===== config.mk =====
export PLATFORM = sky130hd
export DESIGN_NAME = ex_issue_stage
export DESIGN_NICKNAME = d
export VERILOG_FILES = /design/src/rtl/pipe_pkg.sv /design/src/rtl/fwd_select.sv /design/src/rtl/ex_issue_stage.sv
export SDC_FILE = /design/constraint.sdc
export NUM_CORES = 1
export LEC_CHECK = 0
export CAP_MARGIN = 30
export CELL_PAD_IN_SITES_DETAIL_PLACEMENT = 1
export CELL_PAD_IN_SITES_GLOBAL_PLACEMENT = 1
export CORE_ASPECT_RATIO = 0.6
export CORE_MARGIN = 5
export CORE_UTILIZATION = 34
export CTS_CLUSTER_DIAMETER = 60
export DETAILED_ROUTE_END_ITERATION = 10
export GPL_ROUTABILITY_DRIVEN = 0
export GPL_TIMING_DRIVEN = 1
export PLACE_DENSITY_LB_ADDON = 0.1
export SYNTH_ARGS = -nofsm -noshare
export SYNTH_HDL_FRONTEND = slang
export SYNTH_SLANG_ARGS = --single-unit

===== constraint.sdc =====
create_clock -name clk -period 6.4 [get_ports clk]
set_input_delay 0.96 -clock clk [delete_from_list [all_inputs] [get_ports clk]]
set_output_delay 0.96 -clock clk [all_outputs]
set_load 0.1 [all_outputs]

===== src/rtl/pipe_pkg.sv =====
// Shared decode-to-execute definitions: ALU opcodes, control bundle and issue-stage states.
package pipe_pkg;

  localparam logic [3:0] ALU_AND  = 4'b0000;
  localparam logic [3:0] ALU_ADD  = 4'b0001;
  localparam logic [3:0] ALU_OR   = 4'b0010;
  localparam logic [3:0] ALU_XOR  = 4'b0011;
  localparam logic [3:0] ALU_SUB  = 4'b0100;
  localparam logic [3:0] ALU_SLL  = 4'b0101;
  localparam logic [3:0] ALU_SRL  = 4'b0110;
  localparam logic [3:0] ALU_SRA  = 4'b0111;
  localparam logic [3:0] ALU_SLT  = 4'b1000;
  localparam logic [3:0] ALU_SLTU = 4'b1001;
  localparam logic [3:0] ALU_EQ   = 4'b1010;
  localparam logic [3:0] ALU_NE   = 4'b1011;
  localparam logic [3:0] ALU_GE   = 4'b1100;

  typedef struct packed {
    logic alu_src;
    logic reg_write;
    logic mem_read;
    logic mem_write;
  } ctrl_t;

  typedef enum logic {
    RUN    = 1'b0,
    BUBBLE = 1'b1
  } state_t;

endpackage


===== src/rtl/fwd_select.sv =====
// Resolves one source operand against the EX/MEM and MEM/WB result buses; EX/MEM is younger and wins.
module fwd_select #(
  parameter int DATA_WIDTH = 32,
  parameter int REG_ADDR_W = 5
) (
  input  logic [REG_ADDR_W-1:0] i_idx,
  input  logic [DATA_WIDTH-1:0] i_data,
  input  logic [REG_ADDR_W-1:0] i_exmem_rd,
  input  logic                  i_exmem_we,
  input  logic [DATA_WIDTH-1:0] i_exmem_result,
  input  logic [REG_ADDR_W-1:0] i_memwb_rd,
  input  logic                  i_memwb_we,
  input  logic [DATA_WIDTH-1:0] i_memwb_result,
  output logic [DATA_WIDTH-1:0] o_data
);

  logic w_hit_exmem;
  logic w_hit_memwb;

  // x0 is hardwired to zero, so a write to it must never be forwarded.
  assign w_hit_exmem = i_exmem_we && (i_exmem_rd != '0) && (i_exmem_rd == i_idx);
  assign w_hit_memwb = i_memwb_we && (i_memwb_rd != '0) && (i_memwb_rd == i_idx);

  assign o_data = w_hit_exmem ? i_exmem_result :
                  w_hit_memwb ? i_memwb_result : i_data;

endmodule


===== src/rtl/ex_issue_stage.sv =====
// Decode-to-execute register feeding the ALU, with operand forwarding, load-use bubble and flush.
module ex_issue_stage
  import pipe_pkg::*;
#(
  parameter int DATA_WIDTH    = 32,
  parameter int OPCODE_LENGTH = 4,
  parameter int REG_ADDR_W    = 5,
  parameter int CNT_W         = 16
) (
  input  logic                     clk,
  input  logic                     reset,
  input  logic                     in_valid,
  output logic                     in_ready,
  input  logic [DATA_WIDTH-1:0]    in_rs1_data,
  input  logic [DATA_WIDTH-1:0]    in_rs2_data,
  input  logic [DATA_WIDTH-1:0]    in_imm,
  input  logic [REG_ADDR_W-1:0]    in_rs1,
  input  logic [REG_ADDR_W-1:0]    in_rs2,
  input  logic [REG_ADDR_W-1:0]    in_rd,
  input  logic                     in_alu_src,
  input  logic [OPCODE_LENGTH-1:0] in_alu_op,
  input  logic                     in_reg_write,
  input  logic                     in_mem_read,
  input  logic                     in_mem_write,
  input  logic                     flush,
  input  logic [REG_ADDR_W-1:0]    exmem_rd,
  input  logic                     exmem_reg_write,
  input  logic [DATA_WIDTH-1:0]    exmem_result,
  input  logic [REG_ADDR_W-1:0]    memwb_rd,
  input  logic                     memwb_reg_write,
  input  logic [DATA_WIDTH-1:0]    memwb_result,
  output logic                     out_valid,
  input  logic                     out_ready,
  output logic [DATA_WIDTH-1:0]    src_a,
  output logic [DATA_WIDTH-1:0]    src_b,
  output logic [OPCODE_LENGTH-1:0] operation,
  output logic [DATA_WIDTH-1:0]    store_data,
  output logic [REG_ADDR_W-1:0]    out_rd,
  output logic                     out_reg_write,
  output logic                     out_mem_read,
  output logic                     out_mem_write,
  output logic [CNT_W-1:0]         stall_count
);

  logic                     r_valid;
  ctrl_t                    r_ctrl;
  logic [OPCODE_LENGTH-1:0] r_alu_op;
  logic [REG_ADDR_W-1:0]    r_rs1, r_rs2, r_rd;
  logic [DATA_WIDTH-1:0]    r_rs1_data, r_rs2_data, r_imm;
  state_t                   r_state;
  logic [CNT_W-1:0]         r_stall_count;

  state_t                   w_state_nxt;
  logic                     w_bubble_enter;
  logic                     w_hz;
  logic                     w_up;
  logic [DATA_WIDTH-1:0]    w_rs1_fwd, w_rs2_fwd;

  fwd_select #(.DATA_WIDTH(DATA_WIDTH), .REG_ADDR_W(REG_ADDR_W)) u_fwd_rs1 (
    .i_idx(r_rs1), .i_data(r_rs1_data),
    .i_exmem_rd(exmem_rd), .i_exmem_we(exmem_reg_write), .i_exmem_result(exmem_result),
    .i_memwb_rd(memwb_rd), .i_memwb_we(memwb_reg_write), .i_memwb_result(memwb_result),
    .o_data(w_rs1_fwd)
  );

  fwd_select #(.DATA_WIDTH(DATA_WIDTH), .REG_ADDR_W(REG_ADDR_W)) u_fwd_rs2 (
    .i_idx(r_rs2), .i_data(r_rs2_data),
    .i_exmem_rd(exmem_rd), .i_exmem_we(exmem_reg_write), .i_exmem_result(exmem_result),
    .i_memwb_rd(memwb_rd), .i_memwb_we(memwb_reg_write), .i_memwb_result(memwb_result),
    .o_data(w_rs2_fwd)
  );

  // A held load whose destination the decode instruction reads cannot be forwarded in time.
  assign w_hz = r_valid && r_ctrl.mem_read && (r_rd != '0) && in_valid &&
                ((in_rs1 == r_rd) || (in_rs2 == r_rd));

  assign in_ready = !flush && (r_state == RUN) && !w_hz && (!r_valid || out_ready);
  assign w_up     = in_valid && in_ready;

  // NOTE: every signal driven here gets a default first so no latch is inferred.
  always_comb begin
    w_state_nxt    = r_state;
    w_bubble_enter = 1'b0;
    if (flush) begin
      w_state_nxt = RUN;
    end else begin
      case (r_state)
        RUN: begin
          if (w_hz && out_ready) begin
            w_state_nxt    = BUBBLE;
            w_bubble_enter = 1'b1;
          end
        end
        BUBBLE:  w_state_nxt = RUN;
        default: w_state_nxt = RUN;
      endcase
    end
  end

  always_ff @(posedge clk) begin
    if (reset) begin
      // NOTE: held data fields are cleared as well, so outputs are defined zeros, never X, after reset.
      r_valid       <= 1'b0;
      r_ctrl        <= '0;
      r_alu_op      <= '0;
      r_rs1         <= '0;
      r_rs2         <= '0;
      r_rd          <= '0;
      r_rs1_data    <= '0;
      r_rs2_data    <= '0;
      r_imm         <= '0;
      r_state       <= RUN;
      r_stall_count <= '0;
    end else begin
      r_state <= w_state_nxt;
      if (w_bubble_enter && (r_stall_count != '1)) begin
        r_stall_count <= r_stall_count + 1'b1;
      end
      if (flush) begin
        r_valid <= 1'b0;
      end else if (w_up) begin
        r_valid    <= 1'b1;
        r_ctrl     <= '{alu_src: in_alu_src, reg_write: in_reg_write,
                        mem_read: in_mem_read, mem_write: in_mem_write};
        r_alu_op   <= in_alu_op;
        r_rs1      <= in_rs1;
        r_rs2      <= in_rs2;
        r_rd       <= in_rd;
        r_rs1_data <= in_rs1_data;
        r_rs2_data <= in_rs2_data;
        r_imm      <= in_imm;
      end else if (out_valid && out_ready) begin
        r_valid <= 1'b0;
      end else if (r_valid) begin
        // Capture results that retire while stalled; they may be gone from the buses next cycle.
        r_rs1_data <= w_rs1_fwd;
        r_rs2_data <= w_rs2_fwd;
      end
    end
  end

  assign out_valid     = r_valid;
  assign src_a         = w_rs1_fwd;
  assign src_b         = r_ctrl.alu_src ? r_imm : w_rs2_fwd;
  assign store_data    = w_rs2_fwd;
  assign operation     = r_alu_op;
  assign out_rd        = r_rd;
  assign out_reg_write = r_ctrl.reg_write;
  assign out_mem_read  = r_ctrl.mem_read;
  assign out_mem_write = r_ctrl.mem_write;
  assign stall_count   = r_stall_count;

endmodule

==> results of run 1 <==
## final cells by class
type	instances	area share [%]
multi-input cells	852	42.0
repair buffers	347	28.7
flip-flops and latches	137	21.5
clock buffers	23	3.90
well taps	329	3.22
clock inverters	9	0.695
inverters	1	0.0294
diodes	1	0.0196
## metrics by stage
step | instances | util (%) | hold slack [ps]
after floorplan | 1114 | - | 433
after global placement | 1664 | 48.4 | 440
after detailed placement | 1666 | 48.6 | 446
after CTS | 1698 | 50.9 | 455
after global routing | 1699 | 50.9 | 468
final | 1699 | 50.9 | 453
## synth_stat cells
library cell	number	share of area [%]
sky130_fd_sc_hd__o21a_1	1	0.087
sky130_fd_sc_hd__buf_6	7	0.92
sky130_fd_sc_hd__a311oi_1	47	4.8
sky130_fd_sc_hd__nor3_1	67	3.9
sky130_fd_sc_hd__a21oi_1	73	4.2
sky130_fd_sc_hd__o41ai_1	1	0.10
sky130_fd_sc_hd__nand3_1	7	0.41
sky130_fd_sc_hd__mux2_1	1	0.13
sky130_fd_sc_hd__or4_1	3	0.26
sky130_fd_sc_hd__a31oi_1	10	0.73
sky130_fd_sc_hd__or4_4	1	0.13
sky130_fd_sc_hd__xnor2_1	20	2.0
sky130_fd_sc_hd__a21o_1	1	0.087
sky130_fd_sc_hd__o211ai_2	2	0.29
sky130_fd_sc_hd__and2_1	2	0.15
sky130_fd_sc_hd__mux2_2	31	4.1
sky130_fd_sc_hd__xor2_1	10	1.0
sky130_fd_sc_hd__buf_1	10	0.44
sky130_fd_sc_hd__o31ai_1	66	5.8
sky130_fd_sc_hd__and4_1	4	0.41
sky130_fd_sc_hd__buf_2	8	0.46
sky130_fd_sc_hd__or2_1	1	0.073
sky130_fd_sc_hd__or3_1	15	1.1
sky130_fd_sc_hd__a311oi_2	17	3.0
sky130_fd_sc_hd__nand4_1	76	5.5
sky130_fd_sc_hd__dfxtp_1	137	32
sky130_fd_sc_hd__nor2b_1	2	0.15
sky130_fd_sc_hd__nand2_1	245	11
sky130_fd_sc_hd__o21ai_0	15	0.87
sky130_fd_sc_hd__a31oi_2	54	7.8
sky130_fd_sc_hd__nand2b_1	1	0.073
sky130_fd_sc_hd__inv_1	1	0.044
sky130_fd_sc_hd__ha_1	1	0.15
sky130_fd_sc_hd__buf_4	5	0.44
sky130_fd_sc_hd__o21ai_4	1	0.19
sky130_fd_sc_hd__o22ai_1	1	0.073
sky130_fd_sc_hd__nor2_1	69	3.0
sky130_fd_sc_hd__and3_1	3	0.22
sky130_fd_sc_hd__clkbuf_1	94	4.1
sky130_fd_sc_hd__o22a_1	1	0.10
sky130_fd_sc_hd__or2_2	3	0.22
## critical path, cell delays in order
cell and delay, ps:
sky130_fd_sc_hd__clkdlybuf4s50_1 470, sky130_fd_sc_hd__or4_1 630, sky130_fd_sc_hd__o211ai_2 170, sky130_fd_sc_hd__buf_4 380, sky130_fd_sc_hd__or2_2 840, sky130_fd_sc_hd__a31oi_2 310
sky130_fd_sc_hd__buf_4 330
## layout by cell type (no fill, tap or decap), types with 2 or more instances in the layout
master and instances:
sky130_fd_sc_hd__xnor2_1 20, sky130_fd_sc_hd__and4_1 4, sky130_fd_sc_hd__clkinv_4 2, sky130_fd_sc_hd__nor2_1 67, sky130_fd_sc_hd__clkdlybuf4s50_1 228, sky130_fd_sc_hd__clkbuf_8 5, sky130_fd_sc_hd__and2_1 2, sky130_fd_sc_hd__dfxtp_1 136
sky130_fd_sc_hd__buf_4 79, sky130_fd_sc_hd__clkinvlp_4 3, sky130_fd_sc_hd__nor3_1 65, sky130_fd_sc_hd__clkinv_2 2, sky130_fd_sc_hd__a311oi_2 17, sky130_fd_sc_hd__o31ai_1 66, sky130_fd_sc_hd__nand2_1 245, sky130_fd_sc_hd__and3_1 3
sky130_fd_sc_hd__xor2_1 10, sky130_fd_sc_hd__a31oi_1 10, sky130_fd_sc_hd__or2_2 4, sky130_fd_sc_hd__a21oi_1 72, sky130_fd_sc_hd__nor2b_1 2, sky130_fd_sc_hd__mux2_2 31, sky130_fd_sc_hd__a311oi_1 47, sky130_fd_sc_hd__or3_1 15
sky130_fd_sc_hd__nor2_2 2, sky130_fd_sc_hd__o21ai_4 2, sky130_fd_sc_hd__nand4_1 76, sky130_fd_sc_hd__nor3_2 2, sky130_fd_sc_hd__o21ai_0 14, sky130_fd_sc_hd__buf_12 39, sky130_fd_sc_hd__nand3_1 7, sky130_fd_sc_hd__or4_1 3
sky130_fd_sc_hd__a31oi_2 54, sky130_fd_sc_hd__clkbuf_16 17, sky130_fd_sc_hd__o211ai_2 2
## cell families after synthesis
kind of cell | Yosys count | share of synthesized area, %
xor gates and xnor gates | 30 | 3.05
and+or+nand+nor | 499 | 26.3
adders and majority gates | 1 | 0.145
DFF | 137 | 31.8
muxes | 32 | 4.18
buffers and inverters | 125 | 6.39
AOI/OAI and AO/OA | 290 | 28.1
## report_power, final
group | total [mW] | leakage [nW] | switching (mW) | internal [mW]
clock network | 0.995 | 0.282 | 0.408 | 0.587
registers | 0.954 | 1.12 | 0.0426 | 0.912
logic | 1.43 | 2.85 | 0.993 | 0.433
## state kept, by name (all words and copies together) (netlist names)
signal	count
r_rs2_data	32
out_mem_write	1
out_reg_write	1
r_imm	32
out_valid	1
r_rs1_data	32
r_state	1
r_rs1	5
out_mem_read	1
r_rs2	5
r_ctrl	1
out_rd	5
operation	4
stall_count	16
## routing by layer
metal  GRT usage [%]  vias up  share of wire (%)
met3            9.58       32                9.0
met2            38.2      404                 41
met1            41.8     4781                 49
li1                -     4602                  -
met5               0        -              0.094
met4            5.36        8                1.0
## how the worst max path moves through the flow
| stage | endpoint | startpoint | slack, ps | cells past startpoint |
|---|---|---|---|---|
| global placement | src_a[23] | exmem_rd[0] | 1420 | 7 |
| CTS | src_a[22] | exmem_rd[0] | 1360 | 7 |
| finish | src_a[22] | exmem_rd[0] | 1320 | 7 |
| floorplan | src_b[0] | memwb_rd[0] | 870 | 5 |
| detailed placement | src_a[22] | exmem_rd[0] | 1360 | 7 |
| global route | src_a[22] | exmem_rd[0] | 1240 | 7 |
==> Implementation_results.wiki, run 1 <==
{| class="wikitable"
! Metric !! Value
|-
| Run status || finished clean
|-
| Post-CTS Setup Bufs || 0
|-
| Clk_lat worst skew || 450 ps
|-
| Tightest Pin Transition || 1090 ps
|-
| Mapped Area || 8610 um2
|-
| H-Tree Depth || 4
|-
| Min Clock Period, post-route || 5080 ps
|-
| Count of mapped cells out of synthesis || 1,114
|-
| Worst Hold Class || reg -> reg
|-
| Number of nets in the layout || 1,557
|-
| Final Worst Setup Slack || approximately 1300 ps
|-
| Distinct cell type count after synthesis || 41
|-
| Net Count, Synth || approximately 1.3k
|-
| Vias || 9,827
|-
| Syn_area_per_cell || 7.73 um2
|-
| Maximum vdd ir drop || roughly 170 uV
|-
| Seq cells post-synth || 137
|-
| Die Span Y || 133 um
|-
| Cell count of the worst hold path || 2
|-
| CP Data Arrival Time || 4120 ps
|-
| Final-report setup violation count || 0
|-
| Part of the Yosys area used for sequential elements || 31.8%
|-
| Setup Skew || 12.8 ps
|-
| Capturing element type of the critical path || primary output
|-
| Max-capacitance violation count || 0
|-
| Largest net degree at the start of global routing || 108
|-
| Source of the worst register-to-register timing path || out_rd[4]
|-
| Post-Place Setup Slack || 1360 ps
|-
| Clock tree sinks || 137
|-
| Drt first-iter violations || 772
|-
| Count of hold buffers inserted by post-cts repair || 0
|-
| RSZ-0062 raised after global routing || false
|-
| Core Box Area || between 20,000 and 30,000 um2
|-
| Overall power after layout || 3.38 mW
|-
| Placed instance area || ~12,000 um2
|-
| Area of the multi-input gates || 5370 um2
|-
| Total length of routed wires || 41,500 um
|-
| Crit path launch type || input pin
|-
| Total negative slack for setup checks || 0 ps
|-
| P_leak || approximately 4.3 nW
|-
| Hold Path Sink || r_imm[18]
|-
| Worst hold start || r_imm[18]
|-
| Number of antenna violations at the first check in global routing || 5
|-
| Clock root buffer || sky130_fd_sc_hd__clkbuf_16
|-
| Critical path type || in -> out
|-
| Area occupied by registers || 2740 um2
|-
| Total power per unit cell area || 264 nW/um2
|-
| Clk pin slew, worst setup/hold paths || 60 ps
|-
| Number of synthesis warnings || 0
|-
| # fillers || 2,969
|-
| Worst Path Required || 5440 ps
|-
| Reg2reg setup slack || around 3400 ps
|-
| Slew Viols, Final || 0
|-
| Routed wirelength normalized by instance count || 24.4 um
|-
| Total congestion overflow after global routing || 0
|-
| Clock tree buffer depth || 2
|-
| Cell count of the worst reg-to-reg path || 7
|-
| Final Cycle Share || between 70% and 80%
|-
| Maximum clock frequency || 197 MHz
|-
| Number of global-route vias before repair || just under 10k
|-
| Number of CTS-inserted buffers || 17
|-
| Area growth from synthesis to layout || 48.5%
|-
| DRC viols || 0
|-
| Finished layout cell area || about 13,000 um2
|-
| Starting density of the core || 34.3%
|-
| Wire length of the first global-routing pass || slightly above 60,000 um
|-
| Area of the die || 28,700 um2
|-
| GRT Overall Usage || 27.8%
|-
| Number of routed nets with antenna violations || 0
|-
| Final Hold Fails || 0
|-
| # port buffers || 325
|-
| Final HPWL DP || 30,600 um
|-
| Fraction of final layout cells with drive strength greater than 1 || about a fifth
|-
| Max FO, Critical Path || 33
|-
| Die outline width || ~220 um
|-
| IO Pins || about 330
|-
| Number of instances resized during post-cts repair || 0
|-
| CTS tree || built
|-
| Worst-case headroom to the max-slew limit || between 20% and 30%
|-
| Routed via count divided by cell count || 5.78
|-
| Site row count || 45
|-
| Detailed-routing iteration count for the pre-antenna-repair pass || 5
|-
| Reg-to-reg endpoint || r_rs1_data[14]
|}
No activity file was read; power rests on OpenSTA's default activity.
==> inputs of run 2 (changes only) <==
--- a/config.mk
+++ b/config.mk
@@ -10,7 +10,7 @@
 export CELL_PAD_IN_SITES_GLOBAL_PLACEMENT = 1
 export CORE_ASPECT_RATIO = 0.6
 export CORE_MARGIN = 5
-export CORE_UTILIZATION = 34
+export CORE_UTILIZATION = 32
 export CTS_CLUSTER_DIAMETER = 60
 export DETAILED_ROUTE_END_ITERATION = 10
 export GPL_ROUTABILITY_DRIVEN = 0
==> constraint.sdc (replaced) <==
create_clock -name clk -period 4.75 [get_ports clk]
set_input_delay 0.7125 -clock clk [delete_from_list [all_inputs] [get_ports clk]]
set_output_delay 0.7125 -clock clk [all_outputs]
set_load 0.1 [all_outputs]
==> run 2 against run 1 <==
Effect of this change: combinational power increased by 51%; final area increased by 7.5%; setup slack lost 730 ps; register-to-register slack worse by 1500 ps; worst hold slack barely moved; clock skew fell by 3.8 ps; non-clock buffer count rose by 11; critical path type unchanged.
==> Implementation_results.wiki, run 2 (synthesis results as in run 1) <==
{| class="wikitable"
! Metric !! Value
|-
| Crit path launch type || input pin
|-
| Final Hold Fails || 0 (unchanged)
|-
| Clock root buffer || sky130_fd_sc_hd__clkbuf_16
|-
| Part of the total power dissipated in sequential elements || 26.7% (-1.6 points)
|-
| Setup Skew || 9.03 ps (-3.76 ps)
|-
| Fraction of power consumed by the clock network || 28.2% (-1.3 points)
|-
| Critical path type || in -> out
|-
| Most common cell after layout, fill and taps aside || sky130_fd_sc_hd__nand2_1
|-
| Reg-to-reg endpoint || r_rs1_data[12]
|-
| Cells along the critical path || clkdlybuf4s50_1 > or4_1 > o211ai_2 > or2_2 > buf_4 > a31oi_2 > mux2_2 > buf_12
|-
| Count of hold buffers inserted by post-cts repair || 0 (unchanged)
|-
| Capturing element type of the critical path || primary output
|-
| Number of nets in the layout || 1,568 (+0.71%)
|-
| Die Span Y || 137 um (+2.8%)
|-
| Worst Path Required || 4040 ps (-1400 ps)
|-
| Routed wirelength normalized by instance count || 25.8 um (+5.8%)
|-
| Largest net degree at the start of global routing || 130 (+20%)
|-
| Start point of the critical path || exmem_rd[0]
|-
| Area growth from synthesis to layout || 59.6%
|-
| Number of CTS-inserted buffers || 17 (unchanged)
|-
| Reg2reg setup slack || 1960 ps (-1460 ps)
|-
| Source of the worst register-to-register timing path || out_rd[3]
|-
| Clk_lat worst skew || 450 ps (about the same)
|-
| Max-capacitance violation count || 0 (unchanged)
|-
| Slew Viols, Final || 0 (unchanged)
|-
| CTS tree || built
|-
| Number of instances resized during post-cts repair || 0 (unchanged)
|-
| Worst path slowest cell || sky130_fd_sc_hd__or4_1
|-
| Min Clock Period, post-route || between 4000 and 5000 ps
|-
| Cell count of the worst reg-to-reg path || 7 (unchanged)
|-
| P_leak || 4.55 nW (+6.9%)
|-
| Starting density of the core || 32.5% (-1.8 points)
|-
| Worst-case headroom to the max-slew limit || 33.1% (+6.2 points)
|-
| Maximum vdd ir drop || 183 uV (+8.2%)
|-
| Slowest stage delay, CP || 610 ps (-230 ps)
|-
| Area of the multi-input gates || 5380 um2 (+0.23%)
|-
| IO Pins || 326 (unchanged)
|-
| Switching part of the total power || 42.5% (-0.33 points)
|-
| Tightest Pin Transition || 1000 ps (-94.4 ps)
|-
| Core Box Area || 26,500 um2 (+5.4%)
|-
| Final-report setup violation count || 0 (unchanged)
|-
| Total power per unit cell area || 348 nW/um2 (+32%)
|-
| Worst Hold Class || reg -> reg
|-
| # fillers || 3,068 (+3.3%)
|-
| Final HPWL DP || 33,100 um (+8.2%)
|-
| Maximum clock frequency || 241 MHz
|-
| Last element of the critical path || src_b[19]
|-
| Site row count || 46 (+2.2%)
|-
| Fraction of final layout cells with drive strength greater than 1 || 20.5% (+0.87 points)
|-
| Combinational fraction of design power || 45.1% (+2.9 points)
|-
| Total congestion overflow after global routing || 0 (unchanged)
|-
| GRT Overall Usage || 28.7% (+0.87 points)
|-
| Area occupied by registers || 2740 um2 (unchanged)
|-
| Clk pin slew, worst setup/hold paths || 60 ps (about the same)
|-
| DRC viols || 0 (unchanged)
|-
| Total negative slack for setup checks || 0 ps (unchanged)
|-
| WHS || 453 ps (-0.0190 ps)
|-
| Vias || 10.0k (+2.1%)
|-
| # port buffers || 325 (unchanged)
|-
| Number of antenna violations at the first check in global routing || 10 (+5)
|-
| Overall power after layout || 4.79 mW (+42%)
|-
| RSZ-0062 raised after global routing || false
|-
| Net switching power of the design || 2.03 mW (+41%)
|-
| Drt first-iter violations || 897 (+16%)
|-
| Routed via count divided by cell count || 5.76 (-0.41%)
|-
| Area of the die || 30,400 um2 (+5.9%)
|-
| Wire length of the first global-routing pass || 66,400 um (+6.6%)
|-
| Die outline width || 222 um (+2.9%)
|-
| CP Data Arrival Time || 3450 ps (-670 ps)
|-
| Number of routed nets with antenna violations || 0 (unchanged)
|-
| Biggest regs || r_imm x32, r_rs1_data x32, r_rs2_data x32
|-
| Total length of routed wires || 45,000 um (+8.4%)
|-
| Run status || finished clean
|-
| Commonest cells after routing, fill and taps aside || sky130_fd_sc_hd__nand2_1 (245), sky130_fd_sc_hd__clkdlybuf4s50_1 (227), sky130_fd_sc_hd__dfxtp_1 (136)
|-
| Post-CTS Setup Bufs || 0 (unchanged)
|-
| Clock tree buffer depth || 2 (unchanged)
|-
| Clock tree sinks || 137 (unchanged)
|-
| Final Cycle Share || approximately 88%
|-
| Detailed-routing iteration count for the pre-antenna-repair pass || 5 (unchanged)
|-
| Max FO, Critical Path || 13 (-61%)
|-
| H-Tree Depth || 4 (unchanged)
|-
| Internal || 2.75 mW (+43%)
|-
| Number of global-route vias before repair || 10.0k (+2.5%)
|}
run 2: changes by cell type in the layout (fill, tap and decap cells not counted), moves of 2 or more:
cell | before | now
sky130_fd_sc_hd__a31oi_1 | 10 | 8
sky130_fd_sc_hd__a31oi_2 | 54 | 56
sky130_fd_sc_hd__buf_12 | 39 | 105
sky130_fd_sc_hd__buf_4 | 79 | 25
sky130_fd_sc_hd__clkinv_2 | 2 | 4
sky130_fd_sc_hd__clkinvlp_4 | 3 | 1
sky130_fd_sc_hd__diode_2 | 1 | 3
run 2: per-stage QoR:
stage | area, um2 | setup slack, ps | cells | utilization, %
after global placement | 13100 | 528 | 1706 | 49.5
after CTS | 13700 | 603 | 1739 | 51.9
final | 13700 | 592 | 1742 | 51.9
after detailed placement | 13200 | 614 | 1708 | 49.7
after floorplan | 8620 | 451 | 1114 | -
after global routing | 13700 | 478 | 1739 | 51.9
run 2: how the worst min path moves through the flow:
stage | start | to | cells past startpoint
final | r_imm[19] | r_imm[19] | 2
after global routing | r_imm[10] | r_imm[10] | 2
after floorplan | r_imm[10] | r_imm[10] | 2
after global placement | r_imm[21] | r_imm[21] | 2
after CTS | r_imm[20] | r_imm[20] | 2
after detailed placement | r_imm[20] | r_imm[20] | 2
run 2: area by class of cell:
type	instances	share of cell area, %
tap	360	3.28
sequential	137	20.0
clock inverter	10	0.674
multi-input combinational	852	39.1
clock buffer	21	3.50
timing repair buffer	358	33.4
antenna	3	0.0546
inverter	1	0.0273
run 2: power by group through the flow:
stage                     registers, mW  clock network (mW)  logic [mW]
after floorplan                    1.32                   0        1.24
after global placement             1.30                   0        2.12
after detailed placement           1.30                   0        2.14
after CTS                          1.28                1.37        2.15
after global routing               1.29                1.42        2.23
final                              1.28                1.35        2.16
run 2: per-layer routing:
| layer | part of all wire (%) | GRT usage, % | wire (um) | vias to the layer above |
|---|---|---|---|---|
| met2 | 41 | 39.8 | 18400 | 376 |
| met5 | 0.26 | 0 | 117 | - |
| li1 | - | - | - | 4634 |
| met1 | 49 | 41.8 | 21900 | 4962 |
| met3 | 9.2 | 11.2 | 4160 | 44 |
| met4 | 1.0 | 5.92 | 453 | 18 |
run 2: worst max-delay path, delay by kind of cell:
| family | cells | cell delay, ps |
|---|---|---|
| mux | 1 | 340 |
| compound gates | 2 | 390 |
| buf+inv | 3 | 930 |
| simple gates | 2 | 1050 |
==> inputs of run 3 (changes only) <==
--- a/config.mk
+++ b/config.mk
@@ -12,10 +12,12 @@
 export CORE_MARGIN = 5
 export CORE_UTILIZATION = 32
 export CTS_CLUSTER_DIAMETER = 60
+export CTS_CLUSTER_SIZE = 28
 export DETAILED_ROUTE_END_ITERATION = 10
 export GPL_ROUTABILITY_DRIVEN = 0
 export GPL_TIMING_DRIVEN = 1
 export PLACE_DENSITY_LB_ADDON = 0.1
+export RECOVER_POWER = 50
 export SYNTH_ARGS = -nofsm -noshare
 export SYNTH_HDL_FRONTEND = slang
 export SYNTH_SLANG_ARGS = --single-unit
==> run 3 against run 2 <==
Effect of this change: the run now ends with max-capacitance violations, max-slew violations left; global-route usage is the same; clock power is essentially flat; wire length shrank 0.20%; flip-flop and latch count is the same; clock skew grew 1.0 ps; highest routed layer unchanged.
==> Implementation_results.wiki, run 3 (synthesis results as in run 1) <==
{| class="wikitable"
! Metric !! Value
|-
| Maximum vdd ir drop || 183 uV (about the same)
|-
| Final standard cell count with taps included and fillers excluded || 1,742 (unchanged)
|-
| Fraction of final layout cells with drive strength greater than 1 || 20.4% (-0.15 points)
|-
| Die outline width || 222 um (unchanged)
|-
| Final Hold Fails || 0 (unchanged)
|-
| Worst Path Required || 5100 ps (+1060 ps)
|-
| Largest net degree at the start of global routing || 130 (unchanged)
|-
| Total congestion overflow after global routing || 0 (unchanged)
|-
| Biggest regs || r_imm x32, r_rs1_data x32, r_rs2_data x32
|-
| Final-report setup violation count || 0 (unchanged)
|-
| Site row count || 46 (unchanged)
|-
| # fillers || 3,069 (+0.033%)
|-
| Most common cell after layout, fill and taps aside || sky130_fd_sc_hd__nand2_1
|-
| Clk pin slew, worst setup/hold paths || 60 ps (about the same)
|-
| Max-capacitance violation count || 2 (+2)
|-
| Count of hold buffers inserted by post-cts repair || 0 (unchanged)
|-
| Min Clock Period, post-route || 4220 ps (+60.6 ps)
|-
| RSZ-0062 raised after global routing || false
|-
| Clock tree buffer depth || 2 (unchanged)
|-
| Die Span Y || 137 um (unchanged)
|-
| Setup Skew || 10.0 ps (+1.01 ps)
|-
| Total buffers and inverters traversed by the critical path || 3 (unchanged)
|-
| Failing checks || max-capacitance violations, max-slew violations
|-
| GR Layer Usage met1 || 41.8% (unchanged)
|-
| Final HPWL DP || 33,100 um (unchanged)
|-
| Number of antenna violations at the first check in global routing || 10 (unchanged)
|-
| Number of instances resized during post-cts repair || 0 (unchanged)
|-
| H-Tree Depth || 4 (unchanged)
|-
| Number of routed nets with antenna violations || 0 (unchanged)
|-
| Total power per unit cell area || 349 nW/um2 (+0.17%)
|-
| Layer with the highest usage after global routing || met1
|-
| # port buffers || 325 (unchanged)
|-
| Crit path launch type || input pin
|-
| Crit path max-delay family || compound AO/OA/AOI/OAI gates
|-
| Overall power after layout || 4.78 mW (about the same)
|-
| Capturing element type of the critical path || register
|-
| P_leak || 4.64 nW (+1.9%)
|-
| Final Worst Setup Slack || 531 ps (-60.6 ps)
|-
| DRC viols || 0 (unchanged)
|-
| Cell with the most instances on the worst path || sky130_fd_sc_hd__buf_4
|-
| CTS tree || built
|-
| Core Box Area || 26,500 um2 (unchanged)
|-
| Detailed-routing iteration count for the pre-antenna-repair pass || 5 (unchanged)
|-
| Worst Hold Class || reg -> reg
|-
| Routed wirelength normalized by instance count || 25.8 um (-0.20%)
|-
| Worst-case headroom to the max-slew limit || -78.3% (-110 points)
|-
| Number of CTS-inserted buffers || 17 (unchanged)
|-
| Tightest Pin Transition || 2670 ps (+1670 ps)
|-
| Final Cycle Share || 88.8% (+1.3 points)
|-
| Number of global-route vias before repair || 10.0k (unchanged)
|-
| Slew Viols, Final || 153 (+153)
|-
| Area of the die || 30,400 um2 (unchanged)
|-
| Post-CTS Setup Bufs || 0 (unchanged)
|-
| IO Pins || 326 (unchanged)
|-
| Area growth from synthesis to layout || 59.3%
|-
| Vias || 10.1k (+0.46%)
|-
| Drt first-iter violations || 856 (-4.6%)
|-
| Critical path type || in -> reg
|-
| Wire length of the first global-routing pass || 66,400 um (unchanged)
|-
| Number of nets in the layout || 1,568 (unchanged)
|-
| Worst path slowest cell || sky130_fd_sc_hd__a21oi_1
|-
| Maximum clock frequency || 237 MHz (-1.4%)
|-
| GRT Overall Usage || 28.7% (unchanged)
|-
| Met2 usage || 39.8% (unchanged)
|-
| Met3 routing resource usage after global routing || 11.2% (unchanged)
|-
| CP Data Arrival Time || 4570 ps (+1120 ps)
|-
| Slowest stage delay, CP || 1830 ps (+1220 ps)
|-
| Clk_lat worst skew || 450 ps (about the same)
|-
| Clock root buffer || sky130_fd_sc_hd__clkbuf_16
|-
| Clock tree sinks || 137 (unchanged)
|-
| Commonest cells after routing, fill and taps aside || sky130_fd_sc_hd__nand2_1 (245), sky130_fd_sc_hd__clkdlybuf4s50_1 (197), sky130_fd_sc_hd__dfxtp_1 (136)
|-
| Total length of routed wires || 44,900 um (-0.20%)
|-
| Cells along the critical path || dlygate4sd3_1 > xnor2_1 > nand3_1 > o22ai_1 > a21oi_1 > buf_4 > buf_4 > nand2_1 > a311oi_1
|-
| Total negative slack for setup checks || 0 ps (unchanged)
|-
| Run status || finished with violations
|-
| Max FO, Critical Path || 23 (+10)
|-
| Routed via count divided by cell count || 5.79 (+0.46%)
|-
| Starting density of the core || 32.5% (unchanged)
|-
| # placed instances || 1,708 (unchanged)
|-
| Post-Place Setup Slack || 614 ps (unchanged)
|}
[run 3: changes by cell type in the layout (fill, tap and decap cells not counted)]
cell                              previous run  this run
sky130_fd_sc_hd__a21oi_1                    72        73
sky130_fd_sc_hd__a21oi_4                     1         0
sky130_fd_sc_hd__buf_12                    105       104
sky130_fd_sc_hd__buf_2                       0         1
sky130_fd_sc_hd__buf_4                      25        24
sky130_fd_sc_hd__clkbuf_1                    0         1
sky130_fd_sc_hd__clkdlybuf4s50_1           227       197
sky130_fd_sc_hd__dlygate4sd3_1               0        30
[run 3: stage by stage]
| step | hold slack, ps | cell area [um2] | util [%] |
|---|---|---|---|
| 2_1_floorplan | 433 | 8620 | - |
| 3_5_place_dp | 445 | 13200 | 49.7 |
| 6_report | 453 | 13700 | 51.8 |
| 4_1_cts | 455 | 13700 | 51.9 |
| 3_3_place_gp | 441 | 13100 | 49.5 |
| 5_1_grt | 472 | 13700 | 51.8 |
[run 3: area by class of cell]
type,instances,area (um2),area share [%]
antenna,3,7.51,0.0547
clock inverter,10,92.6,0.675
sequential,137,2740,20.0
clock buffer,21,480,3.50
tap,360,450,3.28
multi-input combinational,852,5370,39.1
inverter,1,3.75,0.0274
timing repair buffer,358,4570,33.3
[run 3: power breakdown]
| part | total, mW | internal (mW) | switching (mW) | leakage, nW |
|---|---|---|---|---|
| clock network | 1.35 | 0.773 | 0.574 | 0.285 |
| logic | 2.16 | 0.754 | 1.40 | 3.23 |
| registers | 1.28 | 1.23 | 0.0515 | 1.12 |
| total | 4.78 | 2.76 | 2.03 | 4.64 |
[run 3: per-layer routing]
metal  routed length [um]  up-vias
met4                  476       18
met3                 4510       49
li1                     -     4639
met5                  117        -
met1                21500     4987
met2                18400      387
[run 3: worst paths after layout]
check            start  slack [ps]              to  cells past startpoint
max          in_rs1[1]         530  r_rs2_data[30]                      9
min          r_imm[19]         450       r_imm[19]                      2
max reg2reg  out_rd[3]         980  r_rs2_data[30]                      8
min reg2reg  r_imm[19]         450       r_imm[19]                      2
[run 3: worst min-delay path, stage by stage, from the launching register on]
cell and delay, ps:
sky130_fd_sc_hd__dfxtp_1 300, sky130_fd_sc_hd__nand2_1 50, sky130_fd_sc_hd__a21oi_1 50
